--- src/rtl/regfile_scan_hex.sv ---
// Parametrised register file with one synchronous write port, one combinational read port and a
// registered 7-segment inspection path fed by an auto-scanner. Optional macro: REGFILE_WR_BYPASS_EN.
module regfile_scan_hex #(
    parameter int DATA_W   = 8,
    parameter int ADDR_W   = 4,
    parameter int DEPTH    = 16,
    parameter int SCAN_DIV = 4
) (
    input  logic                            clock,
    input  logic                            clrn,
    input  logic                            wr_en,
    input  logic [ADDR_W-1:0]               wr_addr,
    input  logic [DATA_W-1:0]               wr_data,
    input  logic [ADDR_W-1:0]               rd_addr,
    input  logic                            scan_en,
    output logic [DATA_W-1:0]               rd_data,
    output logic [ADDR_W-1:0]               scan_addr,
    output logic                            scan_tick,
    output logic [7*(DATA_W/4)-1:0]         data_hex,
    output logic [7*((ADDR_W+3)/4)-1:0]     addr_hex
);

    localparam int DATA_DIG = DATA_W / 4;
    localparam int ADDR_DIG = (ADDR_W + 3) / 4;
    localparam int CNT_W    = (SCAN_DIV > 1) ? $clog2(SCAN_DIV) : 1;

    localparam logic [ADDR_W:0]        DEPTH_X   = (ADDR_W+1)'(DEPTH);
    localparam logic [ADDR_W-1:0]      LAST_ADDR = ADDR_W'(DEPTH - 1);
    localparam logic [CNT_W-1:0]       CNT_LAST  = CNT_W'(SCAN_DIV - 1);
    localparam logic [7*DATA_DIG-1:0]  DATA_HEX_RST = {DATA_DIG{7'h40}};
    localparam logic [7*ADDR_DIG-1:0]  ADDR_HEX_RST = {ADDR_DIG{7'h40}};

    logic [DATA_W-1:0]       mem_q [DEPTH];
    logic [CNT_W-1:0]        cnt_q, cnt_d;
    logic [ADDR_W-1:0]       scan_addr_q, scan_addr_d;
    logic                    scan_tick_q, scan_tick_d;
    logic [7*DATA_DIG-1:0]   data_hex_q, data_hex_d;
    logic [7*ADDR_DIG-1:0]   addr_hex_q, addr_hex_d;

    logic [ADDR_W-1:0]       disp_addr;
    logic [DATA_W-1:0]       disp_data;
    logic [4*ADDR_DIG-1:0]   disp_addr_pad;

    function automatic logic in_range(input logic [ADDR_W-1:0] a);
        return {1'b0, a} < DEPTH_X;
    endfunction

    // Decoding by comparison keeps non-power-of-two DEPTH safe: unmatched addresses read as 0.
    function automatic logic [DATA_W-1:0] read_entry(input logic [ADDR_W-1:0] a);
        logic [DATA_W-1:0] v;
        v = '0;
        for (int i = 0; i < DEPTH; i++) begin
            if (a == ADDR_W'(i)) v = mem_q[i];
        end
        return v;
    endfunction

    function automatic logic [DATA_W-1:0] fwd_read(input logic [ADDR_W-1:0] a);
`ifdef REGFILE_WR_BYPASS_EN
        if (wr_en && (wr_addr == a) && in_range(a)) return wr_data;
`endif
        return read_entry(a);
    endfunction

    function automatic logic [6:0] seg7(input logic [3:0] n);
        logic [6:0] s;
        case (n)
            4'h0: s = 7'h40;  4'h1: s = 7'h79;  4'h2: s = 7'h24;  4'h3: s = 7'h30;
            4'h4: s = 7'h19;  4'h5: s = 7'h12;  4'h6: s = 7'h02;  4'h7: s = 7'h78;
            4'h8: s = 7'h00;  4'h9: s = 7'h10;  4'hA: s = 7'h08;  4'hB: s = 7'h03;
            4'hC: s = 7'h46;  4'hD: s = 7'h21;  4'hE: s = 7'h06;  default: s = 7'h0E;
        endcase
        return s;
    endfunction

    // NOTE: the array is reset because the board must show all zeros after clrn; this forces
    // flip-flop storage instead of a RAM macro, which is acceptable at lab-board depths.
    always_ff @(posedge clock or negedge clrn) begin
        if (!clrn) begin
            for (int i = 0; i < DEPTH; i++) mem_q[i] <= '0;
        end else if (wr_en && in_range(wr_addr)) begin
            for (int i = 0; i < DEPTH; i++) begin
                if (wr_addr == ADDR_W'(i)) mem_q[i] <= wr_data;
            end
        end
    end

    assign rd_data = fwd_read(rd_addr);

    // NOTE: every combinational output gets a default first so no path can infer a latch.
    always_comb begin
        cnt_d       = '0;
        scan_addr_d = scan_addr_q;
        scan_tick_d = 1'b0;
        if (scan_en) begin
            if (cnt_q == CNT_LAST) begin
                scan_tick_d = 1'b1;
                scan_addr_d = (scan_addr_q == LAST_ADDR) ? '0 : scan_addr_q + 1'b1;
            end else begin
                cnt_d = cnt_q + 1'b1;
            end
        end
    end

    always_comb begin
        disp_addr     = scan_en ? scan_addr_q : rd_addr;
        disp_data     = fwd_read(disp_addr);
        disp_addr_pad = (4*ADDR_DIG)'(disp_addr);
        data_hex_d    = '0;
        addr_hex_d    = '0;
        for (int k = 0; k < DATA_DIG; k++) data_hex_d[7*k +: 7] = seg7(disp_data[4*k +: 4]);
        for (int k = 0; k < ADDR_DIG; k++) addr_hex_d[7*k +: 7] = seg7(disp_addr_pad[4*k +: 4]);
    end

    always_ff @(posedge clock or negedge clrn) begin
        if (!clrn) begin
            cnt_q       <= '0;
            scan_addr_q <= '0;
            scan_tick_q <= 1'b0;
            data_hex_q  <= DATA_HEX_RST;
            addr_hex_q  <= ADDR_HEX_RST;
        end else begin
            cnt_q       <= cnt_d;
            scan_addr_q <= scan_addr_d;
            scan_tick_q <= scan_tick_d;
            data_hex_q  <= data_hex_d;
            addr_hex_q  <= addr_hex_d;
        end
    end

    assign scan_addr = scan_addr_q;
    assign scan_tick = scan_tick_q;
    assign data_hex  = data_hex_q;
    assign addr_hex  = addr_hex_q;

endmodule

--- config.mk ---
export PLATFORM = sky130hd
export DESIGN_NAME = regfile_scan_hex
export DESIGN_NICKNAME = d
export VERILOG_FILES = /design/src/rtl/regfile_scan_hex.sv
export SDC_FILE = /design/constraint.sdc
export NUM_CORES = 1
export LEC_CHECK = 0
export ABC_AREA = 1
export ABC_CLOCK_PERIOD_IN_PS = 4440
export CORE_ASPECT_RATIO = 0.7
export CORE_MARGIN = 3
export CORE_UTILIZATION = 60
export CTS_CLUSTER_DIAMETER = 150
export CTS_CLUSTER_SIZE = 14
export DETAILED_ROUTE_END_ITERATION = 6
export PLACE_DENSITY = 0.8
export SLEW_MARGIN = 25
export SYNTH_ARGS = -nofsm -noshare
export SYNTH_HDL_FRONTEND = slang
export SYNTH_SLANG_ARGS = --single-unit
--- constraint.sdc ---
create_clock -name clock -period 4.44 [get_ports clock]
set_input_delay 1.332 -clock clock [delete_from_list [all_inputs] [get_ports clock]]
set_output_delay 1.332 -clock clock [all_outputs]
set_load 0.05 [all_outputs]
# Yosys cells after proc, flatten, opt, wreduce, memory -nomap -nowiden
# Memories as Yosys holds them, arrays and structs flattened. A register that Yosys moved wholly into a read port is not among the register bits.
# Index checks and enable logic that the tools add are counted.
[totals]
wordCells = 132
mem_count = 3
inputBits = 20
register_bits = 135
rom_bits = 336
[op_classes]
muxes = 38
n_reduce_logical = 23
n_eq_ne = 47
n_addsub = 2
[mem_list]
columns = ["memory", "words", "word_bits", "rd", "rd_clocked_by_memory_dff", "write_ports", "line", "source"]
rows = [
  ["(no name shown)", 16, 7, 1, 1, 0, "67", "case (n)"],
  ["(no name shown)", 16, 7, 1, 1, 0, "67", ""],
  ["(no name shown)", 16, 7, 1, 1, 0, "67", ""],
]
[op_table]
columns = ["op", "count"]
rows = [
  ["2-to-1 mux 8 bit", 32],
  ["equality test 4 bit, second input constant", 25],
  ["equality test 4 x 3 -> 1 bit, second input constant", 12],
  ["AND reduction 2 bit", 17],
  ["equality test 4 x 2 -> 1 bit, second input constant", 6],
  ["equality test 4 x 1 -> 1 bit, second input constant", 3],
  ["logical NOT 4 bit", 3],
  ["2-to-1 mux 4 bit", 2],
  ["adder 4 x 1 -> 4 bit, second input constant", 1],
  ["2-to-1 mux 2 bit", 2],
  ["logical NOT 1 bit", 3],
  ["adder 2 x 1 -> 2 bit, second input constant", 1],
  ["equality test 2 bit, second input constant", 1],
  ["2-to-1 mux 1 bit", 2],
]

# Logic depth before layout (Yosys ltp)
[depth]
word_depth = 18
mapped_depth = 30

# Least setup slack after synthesis
# No wires, ideal clock.
[synth_path]
kind = "input port to output port"
start = "in rd_addr[3]"
end = "out rd_data[2]"
path_buffers = 0
cell_stages = 13
arrival_ps = 3095
path_slack_ps = 13
t_required_ps = 3108
cell_sequence = "nor2_1 > inv_1 > nor2_1 > nand2_1 > o211ai_1 > a221oi_1 > nand3_1 > a21oi_1 > nand2_1 > o21ai_0 > o2111ai_1 > o21ai_0 > nand4_1"
[synth_between]
elab_chain_len = 17
elab_cells_between_ends = 32
[synth_lines]
columns = ["item", "line", "source"]
rows = [
  ["from (decl)", "14", "input logic [ADDR_W-1:0] rd_addr,"],
  ["logical NOT 4 bit", "53", "if (a == ADDR_W'(i)) v = mem_q[i];"],
  ["2-to-1 mux 8 bit (15 in series)", "53", ""],
  ["2-to-1 mux 8 bit (*)", "53", ""],
  ["to (decl)", "16", "output logic [DATA_W-1:0] rd_data,"],
]
# Mark *: on every way between the ends. The rest lies on a longest branch, timed or not.

# Worst setup path in the final report
[layout_path]
start = "in rd_addr[2]"
end = "out rd_data[4]"
# Same word-level chain as after synthesis.

==> flow_summary.yaml <==
timing:
  worst_pin_slew_ps: 951
  finalSetupViolCount: 0
  final_hold_viol_count: 0
  period_minus_slack_ps: 4390
  fmax_mhz: 228
  tns_ps: 0
  drv_slew: 0
  finalCritPeriodShare: 0.989
  skew_ps: 8.55
  rsz0062_at_grt: "yes"
  hold_slack_ps: 442
  relSlewSlack: 0.364
floorplan:
  pin_count: 54
  die_h_um: 107
  die-area_um2: 16200
  coreArea_um2: 14100
  die-width_um: 151
  initial_utilization: 0.623
  rows: 36
synth:
  synthesis.nets: 1237
  yosysWarningCount: 0
  netlist_instances: 1197
  synth_edf_count: 0
  ys_seq_area_frac: 0.443
  ys.flop_type: "dfrtp_1"
  yosysUniqueCellTypes: 36
  syn-cell-area_um2: 8810
  synth-seq-cells: 156
  ys_async_sr_fraction: 1.00
  avgSynthCellArea_um2: 7.36
flow_run:
  cap_violations: 0
pwr:
  power.combinational.fraction: 0.429
  switching_share: 0.430
  power_switching_w: 0.00269
  clockPowerShare: 0.232
  seqPwrFrac: 0.339
  ir_drop_mv: 0.461
  p_leak_nw: 5.45
  internal_power_w: 0.00356
  power_density_nw_per_um2: 554
clock_tree:
  cts_buffers: 17
  path_clk_slew_ps: 60
  clock_insertion_delay_worst_skew_ps: 430
  clkSinkCount: 156
  cts_hold_buf: 0
  cts_tree: "yes"
  root_buffer: "clkbuf_16"
  cts_buffer_depth: 2
  h-tree-depth: 4
drt:
  first_pass_iters: 7
  route.detailed.drc: 12
  antenna_left: 0
  via_count: 9321
  drt_iter0_drc: 1290
  routedWlPerCell_um: 19.0
  vias_per_cell: 6.02
  wirelength_um: 29500
setup_path:
  crit_type: "in -> out"
  crit_chain: "buf_8, buf_6, inv_4, nor2_4, inv_4, nor2_4, inv_4, buf_4, nor2_1, a211oi_2, nand4_1, o21ai_1, nand4_1, a21oi_2, o2111ai_2, buf_12"
  crit_slowest_cell: "a211oi_2"
  required_ps: 3110
  worstPathMaxFanout: 5
  worstPathArrival_ps: 3060
  startpoint_type: "input pin"
  cpMostUsedCell: "inv_4"
  crit_path_end_kind: "output pin"
  crit_path_max_incr_delay_ps: 230
global_routing:
  antenna_found_initial: 0
  grt_max_degree: 82
  grt_usage: 0.374
  grt_pass1_wl_um: 45900
  grt_pass1_vias: 8541
  grt-ovfl-total: 0
status:
  failed_checks: "design-rule violations"
  run_status: "finished, violations left"
cells_and_area:
  stdcell_count: 1549
  diodes: 0
  nFillCells: 976
  design_area_um2: 11300
  post-route-util: 0.799
  drive_gt1_frac: 0.195
  areaGrowthSynthToFinish_pct: 28.2
  nets: 1387
placed_design:
  place_area_um2: 10400
  gp_congestion: 1.04
  dp.cells: 1509
  port_buffers: 53
  dp_hpwl_um: 21700
hold_path:
  min_path_type: "reg -> reg"
==> cells in the final DEF (no fill, tap or decap), types with 19 or more instances in the layout <==
master / count
a21oi_1: 95
buf_4: 108
clkdlybuf4s50_1: 39
dfrtp_1: 153
ha_1: 19
inv_1: 111
nand2_1: 346
nand3_1: 75
nand4_1: 27
nor2_1: 82
o21ai_0: 115
==> synthesized netlist by cell type, types with 3 or more instances <==
master,number,area [um^2]
nand2_1,351,1320
dfrtp_1,153,3830
o21ai_0,132,661
inv_1,117,439
a21oi_1,99,495
nor2_1,94,353
nand3_1,78,390
clkbuf_1,29,109
nand4_1,27,169
ha_1,20,250
inv_2,12,45.0
buf_2,9,45.0
nand2_2,9,56.3
nand2_4,7,78.8
o2111ai_1,7,61.3
nor2_4,6,67.6
a211oi_1,5,37.5
nor2_2,5,31.3
a221oi_1,4,35.0
o211ai_1,4,30.0
buf_6,3,33.8
dfstp_2,3,78.8
nor3b_1,3,22.5
or2_2,3,18.8
==> timing repair <==
action	4_1_cts	5_1_grt
pin swaps	20	32
resized for setup	61	54
endpoints found under the setup margin	8	22
setup buffers	6	3
gates cloned	0	1
==> registers in the layout, summed over array words and instances (netlist names) <==
register / flops
mem_q: 128
data_hex: 14
addr_hex: 7
scan_addr: 4
scan_tick: 1
cnt_q: 2
==> logic make-up (layout without fill, tap and decap cells) <==
group	after synthesis	count (layout)	synth area share
and+or+nand+nor	587	588	0.290
AOI/OAI and AO/OA	260	260	0.159
buffers and inverters	173	334	0.0781
DFF	156	156	0.443
adders and majority gates	20	20	0.0284
xor gates and xnor gates	1	1	0.000994
==> cell type report <==
class / instances / area, um^2 / share of cell area
clock inverter: 12 / 129 / 0.0114
timing repair buffer: 171 / 1620 / 0.143
tap: 190 / 238 / 0.0210
sequential: 156 / 3910 / 0.346
multi-input combinational: 869 / 4440 / 0.393
inverter: 132 / 514 / 0.0455
clock buffer: 19 / 453 / 0.0401
==> per-stage QoR <==
step | setup slack [ps] | total power [W]
2_1_floorplan | 13.3 | 0.00367
3_3_place_gp | -514 | 0.00457
4_1_cts | 2.78 | 0.00615
6_report | 46.9 | 0.00625
5_1_grt | -60.9 | 0.00661
3_5_place_dp | -575 | 0.00465
==> power by group through the flow <==
stage                     Combinational, W  Sequential, W  Clock [W]
after floorplan                    0.00136        0.00231          0
after global routing               0.00295        0.00214    0.00152
after global placement             0.00248        0.00209          0
after detailed placement           0.00255        0.00210          0
final                              0.00268        0.00212    0.00145
after CTS                          0.00261        0.00209    0.00146
==> worst max-delay path: cells and delay by family <==
kind | cells | cell delay (ps)
buffers and inverters | 7 | 700
AO/OA/AOI/OAI | 4 | 640
AND/OR/NAND/NOR | 5 | 380
==> path summary, 6_finish.rpt <==
| kind | from | endpoint | slack (ps) | cells after the start |
|---|---|---|---|---|
| setup / recovery | rd_addr[2] | rd_data[4] | 50 | 16 |
| hold / removal | cnt_q[0] | cnt_q[0] | 440 | 1 |
| setup reg to reg | scan_addr[0] | data_hex[3] | 1260 | 29 |
| hold reg to reg | cnt_q[0] | cnt_q[0] | 440 | 1 |
| max in group asynchronous | clrn | data_hex[6] | 2630 | 2 |
| min in group asynchronous | clrn | scan_addr[2] | 950 | 1 |
==> metal layers <==
| metal | share of wire | track usage |
|---|---|---|
| met5 | 0 | 0 |
| met4 | 0.017 | 0.0699 |
| met3 | 0.17 | 0.168 |
| met2 | 0.40 | 0.509 |
| met1 | 0.42 | 0.554 |
Note: power is estimated with default switching activity, not from simulation.
